File: config.mk
export PLATFORM = sky130hd
export DESIGN_NAME = exec_seq
export DESIGN_NICKNAME = d
export VERILOG_FILES = /design/src/rtl/exec_seq.sv
export SDC_FILE = /design/constraint.sdc
export NUM_CORES = 1
export LEC_CHECK = 0
export CAP_MARGIN = 20
export CORE_MARGIN = 8
export CORE_UTILIZATION = 29
export DETAILED_ROUTE_END_ITERATION = 8
export PLACE_DENSITY = 0.63
export SYNTH_ARGS = -nofsm -noshare
export SYNTH_HDL_FRONTEND = slang
export SYNTH_SLANG_ARGS = --single-unit
File: constraint.sdc
create_clock -name clk -period 3.4 [get_ports clk]
set_input_delay 0.85 -clock clk [delete_from_list [all_inputs] [get_ports clk]]
set_output_delay 0.85 -clock clk [all_outputs]
set_load 0.05 [all_outputs]
File: src/rtl/exec_seq.sv
// ---------------------------------------------------------------------------
// exec_seq -- execute-stage control sequencer.
//
// Accepts one decoded instruction per cycle over a valid/ready handshake,
// evaluates its condition against the flags sampled on the accept edge, and
// drives the datapath unit controls, operand/writeback indices and memory bus
// controls. Single-cycle classes run in EXEC; multiplies hold MUL for MUL_LAT
// cycles; loads/stores hold MEM until the memory signals completion.
//
// Ports
//   clk, reset                      clock, async active-high reset
//   inValid / inReady               instruction handshake
//   instId, opcode, shift, cond     instruction class, ALU op, shift type, condition
//   rs1Idx, rs2Idx, rdIdx           register indices
//   immFlag, cmpFlag                immediate operand, compare-only
//   flags                           {N,Z,C,V}, sampled on accept
//   memRdy                          memory access completes this cycle
//   aluCtl, shiftCtl                unit controls
//   aluOEn..rdBOEn                  datapath output enables
//   opAIdx, opBIdx, wbIdx           operand and writeback indices
//   wbEn, iAregCtl, dAregCtl,
//   dInCtl, dOutCtl                 writeback and bus controls
//   busy, annul                     multi-cycle op active, instruction squashed
//
// Codes
//   instId : 0 ALUI, 1 ALUR, 2 SHRO, 3 BRANCH, 4 MUL, 5 LOAD, 6 STORE, 7 undefined
//   opcode : 0 MOV, 1 ADD, 2 SUB, 3 AND, 4 OR, 5 CMP, 6 MSR, 7 MRS
//   shift  : 0 LSL, 1 LSR, 2 ASR, 3 ROR
// ---------------------------------------------------------------------------
module exec_seq #(
    parameter int REG_W   = 4,
    parameter int MUL_LAT = 3
) (
    input  logic             clk,
    input  logic             reset,
    input  logic             inValid,
    output logic             inReady,
    input  logic [2:0]       instId,
    input  logic [2:0]       opcode,
    input  logic [1:0]       shift,
    input  logic [1:0]       cond,
    input  logic [REG_W-1:0] rs1Idx,
    input  logic [REG_W-1:0] rs2Idx,
    input  logic [REG_W-1:0] rdIdx,
    input  logic             immFlag,
    input  logic             cmpFlag,
    input  logic [3:0]       flags,
    input  logic             memRdy,
    output logic [2:0]       aluCtl,
    output logic [2:0]       shiftCtl,
    output logic             aluOEn,
    output logic             shiftOEn,
    output logic             mulOEn,
    output logic             immOEn,
    output logic             rdBOEn,
    output logic [REG_W-1:0] opAIdx,
    output logic [REG_W-1:0] opBIdx,
    output logic [REG_W-1:0] wbIdx,
    output logic             wbEn,
    output logic             iAregCtl,
    output logic             dAregCtl,
    output logic             dInCtl,
    output logic             dOutCtl,
    output logic             busy,
    output logic             annul
);

    localparam logic [2:0] INST_ALUI   = 3'd0;
    localparam logic [2:0] INST_ALUR   = 3'd1;
    localparam logic [2:0] INST_SHRO   = 3'd2;
    localparam logic [2:0] INST_BRANCH = 3'd3;
    localparam logic [2:0] INST_MUL    = 3'd4;
    localparam logic [2:0] INST_LOAD   = 3'd5;
    localparam logic [2:0] INST_STORE  = 3'd6;

    localparam logic [2:0] OP_MOV = 3'd0;
    localparam logic [2:0] OP_ADD = 3'd1;
    localparam logic [2:0] OP_SUB = 3'd2;
    localparam logic [2:0] OP_AND = 3'd3;
    localparam logic [2:0] OP_OR  = 3'd4;
    localparam logic [2:0] OP_CMP = 3'd5;

    localparam logic [1:0] SH_LSL = 2'd0;
    localparam logic [1:0] SH_LSR = 2'd1;
    localparam logic [1:0] SH_ASR = 2'd2;

    localparam logic [3:0] CNT_LOAD = 4'(MUL_LAT - 1);

    typedef enum logic [1:0] {
        S_IDLE,
        S_EXEC,
        S_MUL,
        S_MEM
    } state_t;

    state_t           r_state;
    state_t           w_state_nxt;
    logic [2:0]       r_inst;
    logic [2:0]       r_aluCtl;
    logic [2:0]       r_shCtl;
    logic [REG_W-1:0] r_rs1;
    logic [REG_W-1:0] r_rs2;
    logic [REG_W-1:0] r_rd;
    logic             r_cmp;
    logic             r_annul;
    logic [3:0]       r_cnt;

    logic             w_accept;
    logic             w_cond_ok;
    logic             w_squash;
    logic [2:0]       w_alu_code;
    logic [2:0]       w_sh_code;
    logic             w_unused;

    // Only Z and C take part in condition evaluation.
    assign w_unused = ^{flags[3], flags[0]};

    assign w_accept = inValid & inReady;

    always_comb begin
        w_cond_ok = 1'b1;
        case (cond)
            2'b00: w_cond_ok = 1'b1;
            2'b01: w_cond_ok = flags[2];
            2'b10: w_cond_ok = ~flags[2];
            2'b11: w_cond_ok = flags[1];
            default: w_cond_ok = 1'b1;
        endcase
    end

    assign w_squash = ~w_cond_ok | (instId == 3'd7);

    always_comb begin
        w_alu_code = 3'b000;
        if (instId == INST_BRANCH) begin
            w_alu_code = 3'b100;
        end else begin
            case (opcode)
                OP_MOV:  w_alu_code = {2'b00, immFlag};
                OP_ADD:  w_alu_code = 3'b100;
                OP_SUB:  w_alu_code = 3'b111;
                OP_AND:  w_alu_code = 3'b010;
                OP_OR:   w_alu_code = 3'b011;
                OP_CMP:  w_alu_code = 3'b110;
                default: w_alu_code = 3'b000;   // MSR / MRS
            endcase
        end
    end

    always_comb begin
        w_sh_code = 3'b110;                     // ROR
        case (shift)
            SH_LSL:  w_sh_code = 3'b000;
            SH_LSR:  w_sh_code = 3'b100;
            SH_ASR:  w_sh_code = 3'b101;
            default: w_sh_code = 3'b110;
        endcase
    end

    // Next-state logic.
    always_comb begin
        w_state_nxt = r_state;
        case (r_state)
            S_IDLE, S_EXEC: begin
                if (w_accept) begin
                    if (w_squash)                   w_state_nxt = S_EXEC;
                    else if (instId == INST_MUL)    w_state_nxt = S_MUL;
                    else if (instId == INST_LOAD ||
                             instId == INST_STORE)  w_state_nxt = S_MEM;
                    else                            w_state_nxt = S_EXEC;
                end else begin
                    w_state_nxt = S_IDLE;
                end
            end
            S_MUL:   if (r_cnt == 4'd0) w_state_nxt = S_IDLE;
            S_MEM:   if (memRdy)        w_state_nxt = S_IDLE;
            default: w_state_nxt = S_IDLE;
        endcase
    end

    always_ff @(posedge clk or posedge reset) begin
        if (reset) begin
            r_state  <= S_IDLE;
            r_inst   <= '0;
            r_aluCtl <= '0;
            r_shCtl  <= '0;
            r_rs1    <= '0;
            r_rs2    <= '0;
            r_rd     <= '0;
            r_cmp    <= 1'b0;
            r_annul  <= 1'b0;
            r_cnt    <= '0;
        end else begin
            r_state <= w_state_nxt;
            if (w_accept) begin
                r_inst   <= instId;
                r_aluCtl <= w_alu_code;
                r_shCtl  <= w_sh_code;
                r_rs1    <= rs1Idx;
                r_rs2    <= rs2Idx;
                r_rd     <= rdIdx;
                r_cmp    <= cmpFlag;
                r_annul  <= w_squash;
                r_cnt    <= CNT_LOAD;
            end else if (r_state == S_MUL && r_cnt != 4'd0) begin
                r_cnt <= r_cnt - 4'd1;
            end
        end
    end

    // Output decode from the registered state and latched fields.
    always_comb begin
        inReady  = 1'b0;
        aluCtl   = '0;
        shiftCtl = '0;
        aluOEn   = 1'b0;
        shiftOEn = 1'b0;
        mulOEn   = 1'b0;
        immOEn   = 1'b0;
        rdBOEn   = 1'b0;
        opAIdx   = '0;
        opBIdx   = '0;
        wbIdx    = '0;
        wbEn     = 1'b0;
        iAregCtl = 1'b0;
        dAregCtl = 1'b0;
        dInCtl   = 1'b0;
        dOutCtl  = 1'b0;
        busy     = 1'b0;
        annul    = 1'b0;
        case (r_state)
            S_IDLE: inReady = 1'b1;
            S_EXEC: begin
                inReady = 1'b1;
                if (r_annul) begin
                    annul = 1'b1;
                end else begin
                    case (r_inst)
                        INST_ALUI: begin
                            aluCtl = r_aluCtl;
                            aluOEn = 1'b1;
                            immOEn = 1'b1;
                            opAIdx = r_rd;
                            wbEn   = ~r_cmp;
                            wbIdx  = r_cmp ? '0 : r_rd;
                        end
                        INST_ALUR: begin
                            aluCtl = r_aluCtl;
                            aluOEn = 1'b1;
                            rdBOEn = 1'b1;
                            opAIdx = r_rs1;
                            opBIdx = r_rs2;
                            wbEn   = ~r_cmp;
                            wbIdx  = r_cmp ? '0 : r_rd;
                        end
                        INST_SHRO: begin
                            shiftCtl = r_shCtl;
                            shiftOEn = 1'b1;
                            opAIdx   = r_rs1;
                            opBIdx   = r_rs2;
                            wbEn     = ~r_cmp;
                            wbIdx    = r_cmp ? '0 : r_rd;
                        end
                        INST_BRANCH: begin
                            aluCtl   = r_aluCtl;
                            aluOEn   = 1'b1;
                            immOEn   = 1'b1;
                            iAregCtl = 1'b1;
                            opAIdx   = '1;
                        end
                        default: ;
                    endcase
                end
            end
            S_MUL: begin
                busy   = 1'b1;
                opAIdx = r_rs1;
                opBIdx = r_rs2;
                if (r_cnt == 4'd0) begin
                    mulOEn = 1'b1;
                    wbEn   = 1'b1;
                    wbIdx  = r_rd;
                end
            end
            S_MEM: begin
                busy     = 1'b1;
                dAregCtl = 1'b1;
                opAIdx   = r_rs1;
                if (r_inst == INST_LOAD) begin
                    dInCtl = 1'b1;
                    wbEn   = memRdy;
                    wbIdx  = memRdy ? r_rd : '0;
                end else begin
                    dOutCtl = 1'b1;
                    opBIdx  = r_rd;
                end
            end
            default: ;
        endcase
    end

endmodule

Word level (Yosys, flattened, before mapping)
Index checks and enable logic that the tools add are counted.

operators by class
  add/subtract/negate cells = 1
  bitwise logic cells = 5
  multiplexer cells = 63
  equal/unequal tests = 24
  reductions and logical operators = 17

operators with widths
  kind                   number
  $mux W4                12
  $pmux W4 S3            3
  $mux W1                29
  $eq A3 B3 Y1 const B   7
  $mux W3                7
  $pmux W3 S6            1
  $eq A3 B2 Y1 const B   5
  $mux W2                6
  $eq A2 B2 Y1 const B   5
  $pmux W3 S3            1
  $pmux W4 S2            1
  $reduce_or A2 Y1       4
  $eq A2 B1 Y1 const B   3
  $eq A3 B1 Y1 const B   2
  $logic_not A2 Y1       3
  $logic_not A3 Y1       2
  $pmux W2 S3            1
  $reduce_or A3 Y1       2
  $logic_not A4 Y1       1
  $ne A2 B2 Y1 const B   2
  $pmux W1 S4            1
  $reduce_bool A4 Y1     1
  $sub A4 B1 Y4 const B  1
  $not A1 Y1             3
  7 further kinds        7

word-level totals
  register bits = 29
  logic and storage cells = 120

Depth between registers and ports, before layout
  depth in word-level cells = 7
  gate-level depth with buffers = 6
  depth with buffers taken out = 5

Least setup slack after synthesis
OpenSTA, ideal clock, no wires.

  kind = register to output
  start = reg r_state[1]
  end = out immOEn
  data required time = 2550 ps
  cell stages (with the launch flop) = 6
  arrival = 2489 ps
  setup slack = 61 ps
  cells stage by stage = dfrtp_1 buf_6 or4b_1 buf_6 a21oi_2 nor2b_1

on the way
  longest elaborated chain between the ends = 2

RTL lines
  what                    RTL line  source
  from (decl)             96        state_t r_state;
  from (signal assigned)  194       r_state <= w_state_nxt;
  $eq A2 B1 Y1            231       case (r_state)
  $mux W1                 231
  to (decl)               54        output logic immOEn,

Every way passes these cells.

Worst setup path after layout
  start = reg r_state[1]
  end = out wbIdx[1]

on the way
  longest elaborated chain between the ends = 2

RTL lines
  what                                          RTL line  source
  $eq A2 B2 Y1 or $eq A2 B1 Y1 (tied branches)  231
  $pmux W4 S3 *                                 231
  to (decl)                                     58        output logic [REG_W-1:0] wbIdx,

Mark *: on every way between the ends. The rest lies on a longest branch, timed or not.

==> results by group <==
Die
  • Total die area: 0.00829 mm²
  • Floorplan die height: 91.0 µm
  • Number of placement rows: 27
  • Die outline width: 91.0 µm
  • Core Region: 0.00547 mm²
  • I/O pin total: 63
  • Initial cell density of the core: 29.8%

Logic synthesis
  • Post-Synthesis Mean Instance Area: 8.55 µm²
  • Sequential element share of the synthesized area: 44.4%
  • Cell Area, Synth: 0.00163 mm²
  • Number of distinct library cells after synthesis: 42
  • Count of flip-flops with a built-in enable after synthesis: 0
  • Yosys synthesis warning count: 0
  • Primary FF master, synth: sky130_fd_sc_hd__dfrtp_1
  • Synthesized instance count: 191
  • Number of register bits inferred by synthesis: 29
  • Fraction of registers with async set/reset: 100%
  • Nets in the synthesized netlist: 225

Worst setup path
  • Worst path max stage delay: 0.79 ns
  • Peak fanout along the critical path: 11
  • Required time at the endpoint of the critical path: 2.55 ns
  • Element type at the critical path end: output port
  • Data arrival time at the worst-slack endpoint: 2.35 ns
  • Chain of cells forming the critical path: or4b_1 > o22a_4 > a21boi_1 > buf_12
  • Critical path type: flop to output port
  • Worst setup SP type: flop
  • Worst path slowest cell: sky130_fd_sc_hd__or4b_1

STA
  • Worst Clk Skew: 0.00290 ns
  • Fmax: 312 MHz
  • Final setup vio count: 0
  • Tmin final: 3.20 ns
  • Max transition margin: 50.6%
  • Slew at the pin with the worst max-slew slack: 0.741 ns
  • Total negative setup slack: 0 ns
  • Max-slew violation count: 0
  • Hold Violations, Final: 0
  • PnR worst setup slack: 0.195 ns
  • RSZ-0062 raised after global routing: false
  • Crit share post-route: 94.3%

Pwr
  • Clock share of power: 14.6%
  • Proportion of power drawn by flip-flops and latches: 31.2%
  • Net switching share of the total power: 45.7%
  • Int Pwr: 1.04 mW
  • Final Total Pwr: 1.92 mW
  • Power Dens Cells: 762 mW/mm²
  • Leakage dissipation: 1.13 nW
  • Largest vdd supply drop: 365 µV
  • Switching power: 879 µW
  • Combinational share of power: 54.2%

Run status
  • Run status: finished, final reports clean

Detailed routing
  • First-pass DRT Iterations: 4
  • DRC Markers: 0
  • Met3 WL: 357 µm
  • Final WL: 4.79 mm
  • Uppermost metal layer occupied by signal nets: met4
  • Post-detailed-route wirelength per cell: 14.8 µm
  • Routed met1 length: 2.11 mm
  • Final antenna-violating net count: 0
  • Routed via count: 1545
  • Initial drt markers: 94
  • Vias/cell: 4.78
  • Total length of routed met2 wires: 2.26 mm

CTS
  • Post-CTS Hold Fix Bufs: 0
  • Clock latency at the later pin of the worst-skew pair: 0.28 ns
  • Number of clock sinks: 29
  • Total clock buffers created by CTS: 5
  • Number of H-tree branching levels: 2
  • Clock tree from TritonCTS: done
  • Cts repair resizes: 0
  • Largest buffer count on any clock path: 2
  • Clock slew seen by the registers of the worst setup and hold paths: 0.06 ns
  • Post-CTS Setup Repair Bufs: 0
  • CTS Root Buffer Type: sky130_fd_sc_hd__clkbuf_8

GRT
  • Total track usage: 12.0%
  • Remaining global-route overflow: 0
  • Global-route wire length before repair: 8.02 mm
  • Maximum number of pins on one net before global-route repair: 30
  • Via count of the first global-routing pass: 1579
  • Number of antenna violations at the first check in global routing: 0

Placement
  • Post-detail-place hpwl: 3.69 mm
  • # port buffers: 60
  • Worst slack at placement: 0.431 ns
  • Weighted congestion at the end of routability-driven global placement: 0.794

Finish
  • Share of layout cells above drive strength 1: 16.3%
  • Synthesis-to-layout area growth: 54.6%
  • Number of nets in the final layout: 285
  • Antenna diodes: 0

Min path
  • Path type of the worst min-delay path: flop to flop

Job
  • Maximum capacitance violations: 0
==> registers in the layout, indices dropped and copies added, names as in the netlist <==
register / cells
r_rd: 4
r_annul: 1
r_inst: 3
r_state: 2
r_shCtl: 3
r_cnt: 4
r_rs2: 4
r_cmp: 1
r_rs1: 4
r_aluCtl: 3
==> path summary, 6_finish.rpt <==
path | startpoint | end | slack (ns) | cells past startpoint
worst max-delay path | r_state[1]$_DFFE_PP0P_ | wbIdx[1] | 0.20 | 4
worst max register to register | r_state[1]$_DFFE_PP0P_ | r_state[1]$_DFFE_PP0P_ | 1.64 | 3
worst min register to register | r_shCtl[2]$_DFFE_PP0P_ | r_shCtl[2]$_DFFE_PP0P_ | 0.45 | 2
max in group asynchronous | reset | r_shCtl[2]$_DFFE_PP0P_ | 2.18 | 3
worst min-delay path | r_shCtl[2]$_DFFE_PP0P_ | r_shCtl[2]$_DFFE_PP0P_ | 0.45 | 2
min in group asynchronous | reset | r_rs2[0]$_DFFE_PP0P_ | 0.94 | 3
==> routing by layer <==
layer	track usage [%]	up-vias
li1	-	772
met1	14.1	722
met2	19.5	45
met3	5.02	6
met4	3.68	0
met5	0	-
==> cells in the mapped netlist, drive strengths merged (2+ instances only) <==
master  number  area share (%)
nand3b       2            0.92
ha           2             1.5
o22ai        4             1.5
o211ai       2            0.92
nor2b        3             1.1
a21boi       4             2.1
nor2         5             1.1
o21ai       13             4.2
xnor2        2             1.1
a22o         4             2.1
o22a         2             1.6
or3          2            0.77
a21oi       10             3.3
clkbuf       7             1.6
a31oi        2            0.77
nand2       49              11
and2         6             2.3
buf          4             2.0
dfrtp       29              44
nor3         3            0.92
nand2b       3             1.1
nor3b        2             1.6
inv         13             3.0
and3b        2             1.1
nand3        5             1.5
==> area by class of cell <==
type | instances | area (µm²)
inverters | 13 | 48.8
fillers | 553 | 2950
clock buffers | 7 | 86.3
well taps | 72 | 90.1
repair buffers | 64 | 771
flip-flops and latches | 29 | 726
multi-input cells | 138 | 802
==> through the flow <==
stage	instances	utilization [%]	hold slack [ns]	instance area, µm²
finish	323	46.1	0.453	2520
global route	323	46.1	0.501	2520
CTS	323	46.1	0.460	2520
detailed placement	316	44.5	0.448	2440
global placement	316	44.5	0.441	2440
floorplan	191	-	0.430	1630
==> power groups by stage <==
stage | sequential [mW] | clock, mW | combinational, mW
2_1_floorplan | 0.538 | 0 | 0.725
3_3_place_gp | 0.600 | 0 | 1.04
3_5_place_dp | 0.605 | 0 | 1.05
4_1_cts | 0.599 | 0.290 | 1.05
5_1_grt | 0.624 | 0.302 | 1.13
6_report | 0.601 | 0.281 | 1.04
==> critical path: cells and delay by family (launching register included) <==
family	cells	cell delay, ns
AND/OR/NAND/NOR	1	0.79
AO/OA/AOI/OAI	2	0.61
flip-flops	1	0.50
buffers and inverters	1	0.17
==> cells by family after synthesis <==
family / Yosys count / synth area share (%)
simple gates: 86 / 25.8
compound gates: 47 / 19.8
flops: 29 / 44.4
buf+inv: 24 / 6.59
xor+xnor: 2 / 1.07
fa+ha+maj: 2 / 1.53
mux: 1 / 0.690
==> cells in the final DEF (no fill, tap or decap), types with 2 or more instances in the layout <==
cell type | synthesis | routed
sky130_fd_sc_hd__nand2b_1 | 3 | 3
sky130_fd_sc_hd__nor2b_1 | 3 | 2
sky130_fd_sc_hd__ha_1 | 2 | 2
sky130_fd_sc_hd__o21ai_0 | 12 | 12
sky130_fd_sc_hd__buf_4 | 0 | 12
sky130_fd_sc_hd__buf_12 | 0 | 16
sky130_fd_sc_hd__a21boi_1 | 3 | 3
sky130_fd_sc_hd__a22o_1 | 4 | 4
sky130_fd_sc_hd__or3_1 | 2 | 2
sky130_fd_sc_hd__o22ai_1 | 4 | 4
sky130_fd_sc_hd__xnor2_1 | 2 | 2
sky130_fd_sc_hd__nand3b_1 | 2 | 2
sky130_fd_sc_hd__and3b_1 | 2 | 2
sky130_fd_sc_hd__nor2_1 | 5 | 5
sky130_fd_sc_hd__nand3_1 | 5 | 5
sky130_fd_sc_hd__clkbuf_8 | 0 | 6
sky130_fd_sc_hd__nor3_1 | 3 | 3
sky130_fd_sc_hd__a21oi_1 | 9 | 9
sky130_fd_sc_hd__o211ai_1 | 2 | 2
sky130_fd_sc_hd__dfrtp_1 | 29 | 29
sky130_fd_sc_hd__a31oi_1 | 2 | 2
sky130_fd_sc_hd__nand2_1 | 49 | 49
sky130_fd_sc_hd__inv_1 | 13 | 13
sky130_fd_sc_hd__and2_1 | 6 | 6
sky130_fd_sc_hd__clkdlybuf4s50_1 | 0 | 36
(Power assumes the default switching activity.)
